===== config.mk =====
export PLATFORM = sky130hd
export DESIGN_NAME = uart_mmio_port
export DESIGN_NICKNAME = d
export VERILOG_FILES = /design/src/rtl/uart_defs_pkg.sv /design/src/rtl/uart_tx_fifo.sv /design/src/rtl/uart_mmio_port.sv
export SDC_FILE = /design/constraint.sdc
export NUM_CORES = 1
export LEC_CHECK = 0
export ABC_CLOCK_PERIOD_IN_PS = 2870
export BUFFER_PORTS_ARGS = -buffer_cell sky130_fd_sc_hd__buf_4
export CORE_MARGIN = 4
export CORE_UTILIZATION = 25
export CTS_BUF_LIST = sky130_fd_sc_hd__clkbuf_4 sky130_fd_sc_hd__clkbuf_8 sky130_fd_sc_hd__clkbuf_16
export DETAILED_ROUTE_END_ITERATION = 7
export SETUP_SLACK_MARGIN = 0.02
export SKIP_CTS_REPAIR_TIMING = 1
export SYNTH_ARGS = -nofsm -noshare
export SYNTH_HDL_FRONTEND = slang
export SYNTH_SLANG_ARGS = --single-unit

===== constraint.sdc =====
create_clock -name clk -period 2.87 [get_ports clk]
set_clock_uncertainty 0.05 [all_clocks]
set_input_delay 0.574 -clock clk [delete_from_list [all_inputs] [get_ports clk]]
set_output_delay 0.574 -clock clk [all_outputs]
set_load 0.03 [all_outputs]

===== src/rtl/uart_defs_pkg.sv =====
// Shared encodings for the UART MMIO port: TX/RX FSM states and the
// bit positions of the status/data word returned on CPU loads.
package uart_defs;

  typedef enum logic [1:0] {
    TX_IDLE  = 2'd0,
    TX_START = 2'd1,
    TX_DATA  = 2'd2,
    TX_STOP  = 2'd3
  } tx_state_e;

  typedef enum logic [1:0] {
    RX_IDLE  = 2'd0,
    RX_START = 2'd1,
    RX_DATA  = 2'd2,
    RX_STOP  = 2'd3
  } rx_state_e;

  localparam int RX_BYTE_LSB  = 0;
  localparam int TX_FULL_BIT  = 8;
  localparam int RX_VALID_BIT = 9;
  localparam int OVERRUN_BIT  = 10;
  localparam int TX_BUSY_BIT  = 11;

endpackage


===== src/rtl/uart_tx_fifo.sv =====
// Synchronous byte FIFO feeding the UART transmitter; head is readable
// combinationally. Pushes while full and pops while empty are ignored.
module uart_tx_fifo #(
  parameter int TX_DEPTH = 4,
  parameter int WIDTH    = 8
) (
  input  logic             clk,
  input  logic             rst,
  input  logic             push,
  input  logic [WIDTH-1:0] push_dat,
  input  logic             pop,
  output logic [WIDTH-1:0] pop_dat,
  output logic             full,
  output logic             empty
);

  localparam int AW = $clog2(TX_DEPTH);
  localparam logic [AW:0] PTR_ONE = {{AW{1'b0}}, 1'b1};

  logic [AW:0]      wptr_q, rptr_q;
  logic [WIDTH-1:0] mem_q [TX_DEPTH];

  // Extra pointer MSB distinguishes full from empty when the indices match.
  assign full    = (wptr_q[AW] != rptr_q[AW]) && (wptr_q[AW-1:0] == rptr_q[AW-1:0]);
  assign empty   = (wptr_q == rptr_q);
  assign pop_dat = mem_q[rptr_q[AW-1:0]];

  always_ff @(posedge clk or posedge rst) begin
    if (rst) begin
      wptr_q <= '0;
      rptr_q <= '0;
    end else begin
      if (push && !full) wptr_q <= wptr_q + PTR_ONE;
      if (pop && !empty) rptr_q <= rptr_q + PTR_ONE;
    end
  end

  always_ff @(posedge clk) begin
    if (push && !full) mem_q[wptr_q[AW-1:0]] <= push_dat;
  end

endmodule


===== src/rtl/uart_mmio_port.sv =====
// Memory-mapped 8N1 UART: CPU stores fill a TX FIFO drained by the TX FSM,
// the RX FSM fills a one-byte holding register, loads return status/data.
module uart_mmio_port
  import uart_defs::*;
#(
  parameter int CLKS_PER_BIT = 434,
  parameter int TX_DEPTH     = 4
) (
  input  logic        clk,
  input  logic        rst,
  input  logic        sel,
  input  logic        wr,
  input  logic        rd,
  input  logic [31:0] wdata,
  output logic [31:0] rdata,
  input  logic        rx,
  output logic        tx
);

  localparam int CW = $clog2(CLKS_PER_BIT);
  localparam logic [CW-1:0] CNT_ONE   = CW'(1);
  localparam logic [CW-1:0] BIT_LAST  = CW'(CLKS_PER_BIT - 1);
  localparam logic [CW-1:0] HALF_LAST = CW'(CLKS_PER_BIT / 2 - 1);

  logic       fifo_full, fifo_empty, fifo_push, fifo_pop;
  logic [7:0] fifo_head;
  logic       unused_wdata;

  assign unused_wdata = ^wdata[31:8];
  assign fifo_push    = sel & wr & ~fifo_full;

  uart_tx_fifo #(.TX_DEPTH(TX_DEPTH), .WIDTH(8)) u_fifo (
    .clk      (clk),
    .rst      (rst),
    .push     (fifo_push),
    .push_dat (wdata[7:0]),
    .pop      (fifo_pop),
    .pop_dat  (fifo_head),
    .full     (fifo_full),
    .empty    (fifo_empty)
  );

  tx_state_e       tx_state_q, tx_state_d;
  logic [CW-1:0]   tx_cnt_q, tx_cnt_d;
  logic [2:0]      tx_bit_q, tx_bit_d;
  logic [7:0]      tx_shift_q, tx_shift_d;
  logic            tx_q, tx_d;

  always_ff @(posedge clk or posedge rst) begin
    if (rst) begin
      tx_state_q <= TX_IDLE;
      tx_cnt_q   <= '0;
      tx_bit_q   <= '0;
      tx_shift_q <= '0;
      tx_q       <= 1'b1;
    end else begin
      tx_state_q <= tx_state_d;
      tx_cnt_q   <= tx_cnt_d;
      tx_bit_q   <= tx_bit_d;
      tx_shift_q <= tx_shift_d;
      tx_q       <= tx_d;
    end
  end

  always_comb begin
    tx_state_d = tx_state_q;
    tx_cnt_d   = tx_cnt_q;
    tx_bit_d   = tx_bit_q;
    tx_shift_d = tx_shift_q;
    fifo_pop   = 1'b0;
    case (tx_state_q)
      TX_IDLE: begin
        if (!fifo_empty) begin
          fifo_pop   = 1'b1;
          tx_shift_d = fifo_head;
          tx_cnt_d   = '0;
          tx_state_d = TX_START;
        end
      end
      TX_START: begin
        if (tx_cnt_q == BIT_LAST) begin
          tx_cnt_d   = '0;
          tx_bit_d   = '0;
          tx_state_d = TX_DATA;
        end else begin
          tx_cnt_d = tx_cnt_q + CNT_ONE;
        end
      end
      TX_DATA: begin
        if (tx_cnt_q == BIT_LAST) begin
          tx_cnt_d   = '0;
          tx_shift_d = {1'b0, tx_shift_q[7:1]};
          if (tx_bit_q == 3'd7) tx_state_d = TX_STOP;
          else                  tx_bit_d   = tx_bit_q + 3'd1;
        end else begin
          tx_cnt_d = tx_cnt_q + CNT_ONE;
        end
      end
      TX_STOP: begin
        if (tx_cnt_q == BIT_LAST) begin
          tx_cnt_d   = '0;
          tx_state_d = TX_IDLE;
        end else begin
          tx_cnt_d = tx_cnt_q + CNT_ONE;
        end
      end
      default: tx_state_d = TX_IDLE;
    endcase
    // Line level follows the next state so the output comes straight from a flop.
    case (tx_state_d)
      TX_START: tx_d = 1'b0;
      TX_DATA:  tx_d = tx_shift_d[0];
      default:  tx_d = 1'b1;
    endcase
  end

  assign tx = tx_q;

  rx_state_e       rx_state_q, rx_state_d;
  logic [CW-1:0]   rx_cnt_q, rx_cnt_d;
  logic [2:0]      rx_bit_q, rx_bit_d;
  logic [7:0]      rx_shift_q, rx_shift_d;
  logic            rx_meta_q, rx_s_q, rx_prev_q;
  logic [7:0]      rx_byte_q, rx_byte_d;
  logic            rx_valid_q, rx_valid_d, overrun_q, overrun_d;
  logic            rx_commit, rd_clr;

  always_ff @(posedge clk or posedge rst) begin
    if (rst) begin
      rx_meta_q  <= 1'b1;
      rx_s_q     <= 1'b1;
      rx_prev_q  <= 1'b1;
      rx_state_q <= RX_IDLE;
      rx_cnt_q   <= '0;
      rx_bit_q   <= '0;
      rx_shift_q <= '0;
      rx_byte_q  <= '0;
      rx_valid_q <= 1'b0;
      overrun_q  <= 1'b0;
    end else begin
      rx_meta_q  <= rx;
      rx_s_q     <= rx_meta_q;
      rx_prev_q  <= rx_s_q;
      rx_state_q <= rx_state_d;
      rx_cnt_q   <= rx_cnt_d;
      rx_bit_q   <= rx_bit_d;
      rx_shift_q <= rx_shift_d;
      rx_byte_q  <= rx_byte_d;
      rx_valid_q <= rx_valid_d;
      overrun_q  <= overrun_d;
    end
  end

  always_comb begin
    rx_state_d = rx_state_q;
    rx_cnt_d   = rx_cnt_q;
    rx_bit_d   = rx_bit_q;
    rx_shift_d = rx_shift_q;
    rx_commit  = 1'b0;
    case (rx_state_q)
      RX_IDLE: begin
        if (rx_prev_q && !rx_s_q) begin
          rx_cnt_d   = '0;
          rx_state_d = RX_START;
        end
      end
      RX_START: begin
        // Mid-bit check of the start bit; a high line here was only a glitch.
        if (rx_cnt_q == HALF_LAST) begin
          rx_cnt_d   = '0;
          rx_bit_d   = '0;
          rx_state_d = rx_s_q ? RX_IDLE : RX_DATA;
        end else begin
          rx_cnt_d = rx_cnt_q + CNT_ONE;
        end
      end
      RX_DATA: begin
        if (rx_cnt_q == BIT_LAST) begin
          rx_cnt_d   = '0;
          rx_shift_d = {rx_s_q, rx_shift_q[7:1]};
          if (rx_bit_q == 3'd7) rx_state_d = RX_STOP;
          else                  rx_bit_d   = rx_bit_q + 3'd1;
        end else begin
          rx_cnt_d = rx_cnt_q + CNT_ONE;
        end
      end
      RX_STOP: begin
        if (rx_cnt_q == BIT_LAST) begin
          rx_cnt_d   = '0;
          rx_commit  = rx_s_q;
          rx_state_d = RX_IDLE;
        end else begin
          rx_cnt_d = rx_cnt_q + CNT_ONE;
        end
      end
      default: rx_state_d = RX_IDLE;
    endcase
  end

  // A load in the commit cycle consumes the old flags, so overrun is not raised.
  assign rd_clr     = sel & rd;
  assign rx_valid_d = rx_commit | (rx_valid_q & ~rd_clr);
  assign overrun_d  = ~rd_clr & (overrun_q | (rx_commit & rx_valid_q));
  assign rx_byte_d  = rx_commit ? rx_shift_q : rx_byte_q;

  always_comb begin
    rdata                       = '0;
    rdata[RX_BYTE_LSB +: 8]     = rx_byte_q;
    rdata[TX_FULL_BIT]          = fifo_full;
    rdata[RX_VALID_BIT]         = rx_valid_q;
    rdata[OVERRUN_BIT]          = overrun_q;
    rdata[TX_BUSY_BIT]          = (tx_state_q != TX_IDLE) | ~fifo_empty;
  end

endmodule


=== Word-level counts from Yosys, hierarchy flattened ===
Memory sizes are Yosys's and may differ from the RTL's.
Cells that the tools add are included.

* Add/subtract/negate cells: 6
* Eq/ne operators: 26
* Multiplexer cells: 38
* Bitwise logic cells: 12
* Reductions and logical operators: 20

{| class="wikitable"
|+ Operators by type and width
! cell !! number
|-
| 2-to-1 mux 9 bit || 5
|-
| one-hot mux 9 bit (3 select lines) || 1
|-
| 2-to-1 mux 2 bit || 11
|-
| inequality test 2 bit, second input constant || 10
|-
| adder 9 x 1 -> 9 bit, second input constant || 2
|-
| == test 9 bit, second input constant || 2
|-
| 2-to-1 mux 3 bit || 6
|-
| one-hot mux 9 bit (2 select lines) || 1
|-
| 2-to-1 mux 8 bit || 2
|-
| one-hot mux 2 bit (4 select lines) || 2
|-
| one-hot mux 8 bit (2 select lines) || 1
|-
| adder 3 x 1 -> 3 bit, second input constant || 4
|-
| one-hot mux 3 bit (2 select lines) || 2
|-
| == test 2 bit, second input constant || 5
|-
| == test 9 x 8 -> 1 bit, second input constant || 1
|-
| AND reduction 4 bit || 2
|-
| nonzero test 2 bit || 4
|-
| bitwise AND 1 bit || 6
|-
| == test 2 x 1 -> 1 bit, second input constant || 3
|-
| == test 3 bit, second input constant || 2
|-
| 2-to-1 mux 1 bit || 6
|-
| AND reduction 5 bit || 1
|-
| logical AND 1 bit || 4
|-
| logical NOT 2 bit || 2
|-
| 11 further kinds || 17
|}

* Register bits after elaboration: 64
* Memory bits (writable): 32
* Output and inout port bits: 33
* Logic and storage cells: 121
* Memories kept: 1

{| class="wikitable"
|+ Memory list
! memory !! depth !! width !! rd ports !! clocked after Yosys merged registers in !! wr ports !! RTL line !! RTL
|-
| u_fifo.mem_q || 4 || 8 || 1 || 0 || 1 || uart_tx_fifo.sv:21 || <nowiki>logic [WIDTH-1:0] mem_q [TX_DEPTH];</nowiki>
|}

=== Longest topological paths before layout ===
Gate-level depths: netlist of the first run.

* Word-level depth: 7
* Gate-level depth with buffers: 7
* Gate-level depth less buffers: 6

=== Modules after synthesis ===
A second synthesis of the first run with hierarchy kept.

* Cells, all modules: 388
* Area total of the unflattened synthesis: 4750.8 sq um

{| class="wikitable"
|+ Modules (own cells, without submodules)
! module !! instances !! cells an instance !! area an instance (sq um)
|-
| uart_mmio_port || 1 || 297 || 3071.7
|-
| uart_tx_fifo || 1 || 91 || 1679.1
|}

=== Worst setup path before layout of the first run ===
Ideal clock, no wire load.

* Path kind: register -> output
* From: reg u_fifo.rptr_q[1]
* To: out rdata[11]
* Arrival: 1.373 ns
* Slack: 0.873 ns
* Cell stages (with the launch flop): 5
* Path buffers: 1
* Path through: dfrtp_1 > buf_6 > xor2_2 > nor4_4 > inv_2

* Word-level cells in the longest chain between the ends: 3

{| class="wikitable"
|+ Ends and longest elaborated chain
! what !! RTL line !! RTL
|-
| from (decl) || uart_tx_fifo.sv:20 || <nowiki>logic [AW:0] wptr_q, rptr_q;</nowiki>
|-
| from (signal assigned) || uart_tx_fifo.sv:34 || <nowiki>if (pop && !empty) rptr_q <= rptr_q + PTR_ONE;</nowiki>
|-
| == test 3 bit || uart_tx_fifo.sv:25 || <nowiki>assign empty = (wptr_q == rptr_q);</nowiki>
|-
| NOT 1 bit || uart_mmio_port.sv:212 || <nowiki>rdata[TX_BUSY_BIT] = (tx_state_q != TX_IDLE) | ~fifo_empty;</nowiki>
|-
| OR 1 bit || uart_mmio_port.sv:212 ||
|-
| to (decl) || uart_mmio_port.sv:15 || <nowiki>output logic [31:0] rdata,</nowiki>
|}

No other way between the ends.

=== Worst setup path after layout of the first run ===
* From: reg u_fifo.rptr_q[0]
* To: out rdata[11]

The elaborated chain is that of the path after synthesis.

==> results of run 1 <==
[through the flow]
stage | total power [mW] | instances | setup slack [ns]
after floorplan | 2.34 | 391 | 0.655
after global placement | 2.47 | 624 | 0.817
after detailed placement | 2.51 | 624 | 0.816
after CTS | 3.70 | 640 | 0.437
after global routing | 3.87 | 640 | 0.308
final | 3.64 | 640 | 0.483
[kinds of logic after synthesis]
kind of cell	count (synthesis)	synth area share [%]
DFF	96	53.9
and+or+nand+nor	91	12.1
AOI/OAI and AO/OA	78	11.9
buffers and inverters	47	6.07
muxes	30	9.02
xor gates and xnor gates	15	3.23
adders and majority gates	14	3.68
other	1	0.0788
[area by class of cell]
| type | instances | area share, % |
|---|---|---|
| Tap cell | 234 | 5.38 |
| Multi-Input combinational cell | 248 | 36.3 |
| Clock buffer | 9 | 4.14 |
| Inverter | 15 | 1.04 |
| Clock inverter | 7 | 1.40 |
| Sequential cell | 96 | 47.2 |
| Timing Repair Buffer | 31 | 4.51 |
[state kept, by name, indices dropped and copies added, names as in the netlist, named ones only]
signal         flops
overrun_q          1
rx_bit_q           3
rx_byte_q          8
rx_cnt_q           9
rx_meta_q          1
rx_prev_q          1
rx_s_q             1
rx_shift_q         8
rx_state_q         1
rx_valid_q         1
tx                 1
tx_bit_q           3
tx_cnt_q           9
tx_shift_q         8
tx_state_q         2
u_fifo.mem_q      32
u_fifo.rptr_q      3
u_fifo.wptr_q      3
[cell usage in the layout, fill, tap and decap left out, types with 3 or more instances in the layout]
cell type	synthesis	layout
dfrtp_1	60	60
nand2_1	32	32
edfxtp_1	32	32
buf_4	23	30
conb_1	1	20
mux2_2	19	19
o21ai_0	15	15
ha_1	14	14
inv_1	14	13
a21oi_1	11	11
clkbuf_16	0	9
mux4_2	8	8
a22o_1	8	8
a21o_1	8	8
nor2_1	7	7
xnor2_1	7	7
nand3_1	7	7
and2_1	7	7
xor2_1	5	5
o21ai_1	5	5
and3_1	5	5
a211oi_1	4	4
a31oi_1	4	4
dfstp_2	4	4
and4b_1	3	3
nand4_1	3	3
nor3_1	3	3
or3_1	3	3
inv_6	0	3
[power by group through the flow]
stage	Clock [mW]	Sequential (mW)	Combinational, mW
5_1_grt	1.27	1.82	0.779
3_5_place_dp	0	1.82	0.688
4_1_cts	1.21	1.79	0.693
6_report	1.17	1.79	0.682
3_3_place_gp	0	1.81	0.664
2_1_floorplan	0	1.74	0.605
[worst max-delay path, delay by kind of cell, from the launching register on]
family        cells  cell delay [ns]
xor+xnor          1             0.38
flops             1             0.32
simple gates      1             0.07
buf+inv           4             0.64
[path summary, 6_finish.rpt]
path	end	slack, ns	cells past startpoint
max in group asynchronous	tx	1.85	3
hold reg to reg	rx_s_q	0.31	0
setup / recovery	rdata[11]	0.48	6
setup reg to reg	rx_shift_q[1]	0.83	6
hold / removal	rx_byte_q[3]	0.24	2
min in group clk	rx_meta_q	0.28	1
[layer usage]
layer	part of all wire, %	GRT usage (%)
met3	3.8	2.12
met2	52	14.4
met4	0.57	2.59
met1	44	10.2
met5	0	0
==> results.txt, run 1 <==
status = complete, no violations
most instantiated cells after synthesis = dfrtp_1 (60), edfxtp_1 (32), nand2_1 (32)
Remaining DRCs = 0
Longest Clk Path Bufs = 2
relative slew slack = 54.5%
launch instance of the worst register-to-register path = rx_cnt_q[1]
final hold slack = 0.239 ns
combinational power share = 18.7%
register area share after synthesis = 53.9%
Tcrit/Tclk final = 83.2%
final wirelength = 8520 um
Mapped Area = 0.00476 sq mm
Post-Synthesis Cells = 372
sw frac = 32.0%
Die Wd = 146 um
vias in the first global route = 2,878
setup_tns = 0 ns
ANT cells = 0
post-synthesis area per instance = 12.8 sq um
Layout Nets = 453
root buffer cell = clkbuf_16
first-pass GRT wire length = 14,600 um
largest area contributor in the netlist = dfrtp_1
Sequential cell area = 0.00257 sq mm
Synth Warn # = 0
Max Cap Violations = 0
HP Class = in -> async
final hold vios = 0
Vias = 2,900
Synth cell types = 64
initial antenna violation count = 0
crit path max fanout = 12
unrepaired setup endpoints after global routing = false
layout cell share with drive strength beyond 1 = 25.1%
number of synthesized flops with an enable pin = 32
die area = 0.0213 sq mm
placed cell area = 0.00514 sq mm
num ports = 71
post-route ant nets = 0
Synth top area share = 31.5%
CP startpoint = u_fifo.rptr_q[0]
Synth async-reset ratio = 66.7%
clock latency on the worst-skew pair = 0.35 ns
Die Ht = 146 um
ranking of synthesized cells by area = dfrtp_1 (32%), edfxtp_1 (20%), mux2_2 (4.5%), mux4_2 (3.8%), ha_1 (3.7%)
DPL Wire Length = 5990 um
WP data required = 2.25 ns
power per cell area = 670 mW/mm^2
First DRT Iteration DRCs = 106
Reg power frac = 49.2%
wire per inst = 13.3 um
cell mode on critical path = buf_4
Final Util = 29.1%
GRT Resource Usage Total = 8.31%
fin. max-slew vios = 0
P_leak = 2.29 nW
final setup fails = 0
CP arrival = 1.76 ns
kind of critical path = reg -> out
Seq cells post-synth = 96
grt total ovfl = 0
clock share of power = 32.1%
worst path cell trace = buf_4 > xor2_1 > nor4_4 > buf_4 > inv_2 > buf_4
Worst-path clk slew = 0.08 ns
highest clock rate = 0.419 GHz
Design Area, Final = 0.00544 sq mm
footprint of the multi-input gates = 0.00197 sq mm
CP startpoint kind = register
slowest CP cell = xor2_1
Primary FF master, synth = dfrtp_1
vias per cell = 4.53
CP Capture Type = output pin
CTS tree = built
clk sinks = 96
Layout area overhead = 14.2%
CTS buffer count = 9
starting density of the core = 25.4%
Worst VDD drop = 360 uV
actual slew at the worst max-slew pin = 0.681 ns
routability cong. = 0.780
FP Rows = 50
internal power = 2.48 mW
top-count cell post-synth = dfrtp_1
net switching power = 1.16 mW
Core ar. = 0.0187 sq mm
H-Tree Level Count = 3
fin crit period = 2.39 ns
crit-path max cell delay = 0.38 ns
largest net degree at the start of global routing = 38
port buffer count = 26
Initial DRT Pass Iterations = 6
Fillers = 1,847
(Power assumes the default switching activity.)
==> inputs of run 2 (changes only) <==
--- a/config.mk
+++ b/config.mk
@@ -5,7 +5,7 @@
 export SDC_FILE = /design/constraint.sdc
 export NUM_CORES = 1
 export LEC_CHECK = 0
-export ABC_CLOCK_PERIOD_IN_PS = 2870
+export ABC_CLOCK_PERIOD_IN_PS = 2400
 export BUFFER_PORTS_ARGS = -buffer_cell sky130_fd_sc_hd__buf_4
 export CORE_MARGIN = 4
 export CORE_UTILIZATION = 25
==> constraint.sdc (replaced) <==
create_clock -name clk -period 2.4 [get_ports clk]
set_clock_uncertainty 0.05 [all_clocks]
set_input_delay 0.48 -clock clk [delete_from_list [all_inputs] [get_ports clk]]
set_output_delay 0.48 -clock clk [all_outputs]
set_load 0.03 [all_outputs]
==> results.txt, run 2 (synthesis gave the netlist of run 1 again) <==
Tcrit/Tclk final = 92.6%
commonest cells after routing, fill and taps aside = dfrtp_1 (60), nand2_1 (32), edfxtp_1 (32), buf_4 (31), conb_1 (20)
Reg power frac = 49.2%
Die Wd = 146 um
Final Util = 29.1%
port buffer count = 26
internal power = 2.97 mW
Worst VDD drop = 494 uV
ANT cells = 0
CTS buffer count = 9
starting density of the core = 25.4%
Initial DRT Pass Iterations = 4
initial antenna violation count = 0
DP Worst Slack = 0.423 ns
Core ar. = 0.0187 sq mm
Worst-path clk slew = 0.08 ns
Finished Layout Cells = 641
actual slew at the worst max-slew pin = 0.661 ns
DPL Wire Length = 6050 um
Longest Clk Path Bufs = 2
combinational power share = 18.6%
final hold vios = 0
number of flip-flops under the largest register name = 32
crit path max fanout = 12
net switching power = 1.39 mW
wire per inst = 12.8 um
setup ws final = 0.178 ns
vias in the first global route = 2,884
CP Capture Type = output pin
FP Rows = 50
root buffer cell = clkbuf_16
most common cell after layout, fill and taps aside = dfrtp_1
num ports = 71
unrepaired setup endpoints after global routing = false
H-Tree Level Count = 3
setup_tns = 0 ns
Die Ht = 146 um
clock share of power = 32.3%
Max Cap Violations = 0
first-pass GRT wire length = 14,100 um
clock latency on the worst-skew pair = 0.35 ns
Cells after DPL = 625
final setup fails = 0
kind of critical path = reg -> out
largest net degree at the start of global routing = 28
CP arrival = 1.69 ns
P_leak = 2.30 nW
fin crit period = 2.22 ns
clk sinks = 96
HP Class = in -> async
grt total ovfl = 0
Layout Nets = 454
GRT Resource Usage Total = 7.96%
final wirelength = 8230 um
power per cell area = 800 mW/mm^2
highest clock rate = 0.450 GHz
WP data required = 1.87 ns
Layout area overhead = 14.3%
post-route ant nets = 0
vias per cell = 4.44
sw frac = 31.8%
CP startpoint kind = register
routability cong. = 0.777
layout cell share with drive strength beyond 1 = 25.3%
final total power = 4.35 mW
Remaining DRCs = 0
CTS tree = built
Fillers = 1,861
First DRT Iteration DRCs = 92
fin. max-slew vios = 0
status = complete, no violations
Vias = 2,849
relative slew slack = 55.9%
die area = 0.0213 sq mm
[run 2: cell types whose count changed in the layout (fill, tap and decap cells not counted)]
cell and delta:
buf_4 +1, inv_4 +1, inv_6 -1, inv_8 +2, clkinv_8 -1, clkinv_4 -1
[run 2: final timing paths]
path | endpoint | slack, ns | from | depth (start not counted)
max in group asynchronous | tx_state_q[0] | 1.53 | rst | 3
hold / removal | rx_byte_q[2] | 0.13 | rst | 2
setup reg to reg | rx_shift_q[6] | 0.42 | rx_cnt_q[1] | 6
setup / recovery | rdata[11] | 0.18 | tx_state_q[1] | 4
min in group clk | rx_meta_q | 0.19 | rx | 1
hold reg to reg | rx_s_q | 0.31 | rx_meta_q | 0
[run 2: power by group through the flow]
stage               Combinational (mW)  Sequential, mW  Clock (mW)
global route                     0.918            2.18        1.51
global placement                 0.790            2.16           0
CTS                              0.827            2.14        1.44
finish                           0.809            2.14        1.40
floorplan                        0.724            2.08           0
detailed placement               0.822            2.17           0
[run 2: final cells by class]
cell class	count	area [sq um]	area share [%]
clock inverters	7	71.3	1.31
well taps	234	293	5.38
inverters	15	56.3	1.03
clock buffers	9	225	4.14
repair buffers	32	253	4.65
multi-input cells	248	1970	36.3
flip-flops and latches	96	2570	47.2
[run 2: layer usage]
layer / wire length, um / GRT usage [%] / part of all wire, %
met5: 0 / 0 / 0
met1: 3530 / 9.84 / 43
met2: 4250 / 13.7 / 52
met4: 88 / 2.82 / 1.1
met3: 356 / 1.81 / 4.3
[run 2: through the flow]
stage / hold slack (ns) / instance area [sq um]
2_1_floorplan: 0.295 / 4830
3_3_place_gp: 0.298 / 5140
3_5_place_dp: 0.300 / 5140
4_1_cts: 0.148 / 5440
5_1_grt: 0.173 / 5440
6_report: 0.133 / 5440
[run 2: worst max-delay path, cell delays in order, from the launching register on]
cell and delay (ns):
dfrtp_1 0.51, or2_1 0.36, nor4_4 0.22, inv_2 0.08
buf_4 0.18
==> inputs of run 3 (changes only) <==
--- a/config.mk
+++ b/config.mk
@@ -5,12 +5,13 @@
 export SDC_FILE = /design/constraint.sdc
 export NUM_CORES = 1
 export LEC_CHECK = 0
-export ABC_CLOCK_PERIOD_IN_PS = 2400
+export ABC_CLOCK_PERIOD_IN_PS = 2200
 export BUFFER_PORTS_ARGS = -buffer_cell sky130_fd_sc_hd__buf_4
 export CORE_MARGIN = 4
 export CORE_UTILIZATION = 25
 export CTS_BUF_LIST = sky130_fd_sc_hd__clkbuf_4 sky130_fd_sc_hd__clkbuf_8 sky130_fd_sc_hd__clkbuf_16
 export DETAILED_ROUTE_END_ITERATION = 7
+export GPL_ROUTABILITY_DRIVEN = 0
 export SETUP_SLACK_MARGIN = 0.02
 export SKIP_CTS_REPAIR_TIMING = 1
 export SYNTH_ARGS = -nofsm -noshare
==> constraint.sdc (replaced) <==
create_clock -name clk -period 2.2 [get_ports clk]
set_clock_uncertainty 0.05 [all_clocks]
set_input_delay 0.44 -clock clk [delete_from_list [all_inputs] [get_ports clk]]
set_output_delay 0.44 -clock clk [all_outputs]
set_load 0.03 [all_outputs]
==> results.txt, run 3 (synthesis gave the netlist of run 1 again) <==
vias per cell = 4.52
Worst VDD drop = 560 uV
wire per inst = 13.1 um
Layout area overhead = 16.0%
WP data required = 1.71 ns
CP startpoint kind = register
Remaining DRCs = 0
Vias = 2,933
Die Ht = 146 um
sw frac = 32.1%
worst path cell trace = or2_4 > nor4_4 > inv_2 > buf_4
num ports = 71
layout cell share with drive strength beyond 1 = 27.7%
die area = 0.0213 sq mm
Max Cap Violations = 0
placed cell area = 0.00517 sq mm
final setup fails = 0
highest clock rate = 0.466 GHz
ANT cells = 0
DP Worst Slack = 0.186 ns
number of flip-flops under the largest register name = 32
Core ar. = 0.0187 sq mm
clk sinks = 96
clock share of power = 32.1%
grt total ovfl = 0
setup ws final = 0.0524 ns
slowest CP cell = dfrtp_2
status = complete, no violations
CTS buffer count = 9
CP arrival = 1.66 ns
starting density of the core = 25.4%
actual slew at the worst max-slew pin = 0.594 ns
Die Wd = 146 um
kind of critical path = reg -> out
most common cell after layout, fill and taps aside = dfrtp_1
power per cell area = 868 mW/mm^2
vias in the first global route = 2,930
Worst-path clk slew = 0.07 ns
FP Rows = 50
relative slew slack = 60.4%
initial antenna violation count = 0
unrepaired setup endpoints after global routing = false
internal power = 3.25 mW
crit-path max cell delay = 0.45 ns
largest net degree at the start of global routing = 29
final hold slack = 0.107 ns
combinational power share = 18.8%
Reg power frac = 49.0%
GRT Resource Usage Total = 8.25%
fin. max-slew vios = 0
commonest cells after routing, fill and taps aside = dfrtp_1 (57), buf_4 (38), nand2_1 (32), edfxtp_1 (32), conb_1 (20)
DPL Wire Length = 6000 um
fin crit period = 2.15 ns
port buffer count = 26
Tcrit/Tclk final = 97.6%
H-Tree Level Count = 3
Initial DRT Pass Iterations = 4
final hold vios = 0
Longest Clk Path Bufs = 2
final wirelength = 8480 um
HP Class = in -> async
first-pass GRT wire length = 14,600 um
post-route ant nets = 0
root buffer cell = clkbuf_16
CTS tree = built
clock latency on the worst-skew pair = 0.35 ns
First DRT Iteration DRCs = 167
Design Area, Final = 0.00552 sq mm
Layout Nets = 462
net switching power = 1.54 mW
crit path max fanout = 6
CP Capture Type = output pin
P_leak = 2.35 nW
## run 3: per-layer routing
layer | part of all wire (%) | track usage (%) | vias up
met5 | 0 | 0 | -
met1 | 44 | 10.3 | 1457
met4 | 0.98 | 2.87 | 0
met2 | 51 | 14.1 | 58
li1 | - | - | 1411
met3 | 3.7 | 1.84 | 7
## run 3: power by group through the flow
stage | clock [mW] | sequential [mW] | combinational, mW
CTS | 1.58 | 2.34 | 0.917
detailed placement | 0 | 2.38 | 0.912
global route | 1.67 | 2.39 | 1.02
floorplan | 0 | 2.27 | 0.790
global placement | 0 | 2.36 | 0.877
finish | 1.54 | 2.35 | 0.903
## run 3: metrics by stage
step | util (%) | instances | setup TNS (ns) | power [mW]
global placement | 27.6 | 628 | 0 | 3.23
CTS | 29.2 | 644 | -0.0162 | 4.84
finish | 29.5 | 649 | 0 | 4.79
floorplan | - | 391 | 0 | 3.06
detailed placement | 27.6 | 628 | 0 | 3.29
global route | 29.5 | 649 | 0 | 5.08
## run 3: final timing paths
check	startpoint	end	slack, ns	depth (start not counted)
max	tx_state_q[1]	rdata[11]	0.05	4
min	rst	rx_byte_q[3]	0.11	2
max reg2reg	rx_cnt_q[1]	rx_shift_q[0]	0.15	6
min reg2reg	rx_meta_q	rx_s_q	0.31	0
max in group asynchronous	rst	tx	1.35	3
min in group clk	rx	rx_meta_q	0.15	1
## run 3: worst max-delay path: cells and delay by family, from the launching register on
kind	cells	cell delay, ns
and+or+nand+nor	2	0.62
buffers and inverters	2	0.24
DFF	1	0.45
## run 3: cell type report
class | instances | area [sq um]
multi-input combinational | 248 | 1980
inverter | 15 | 56.3
fill | 1881 | 13200
clock inverter | 7 | 72.6
timing repair buffer | 40 | 318
tap | 234 | 293
sequential | 96 | 2570
clock buffer | 9 | 225
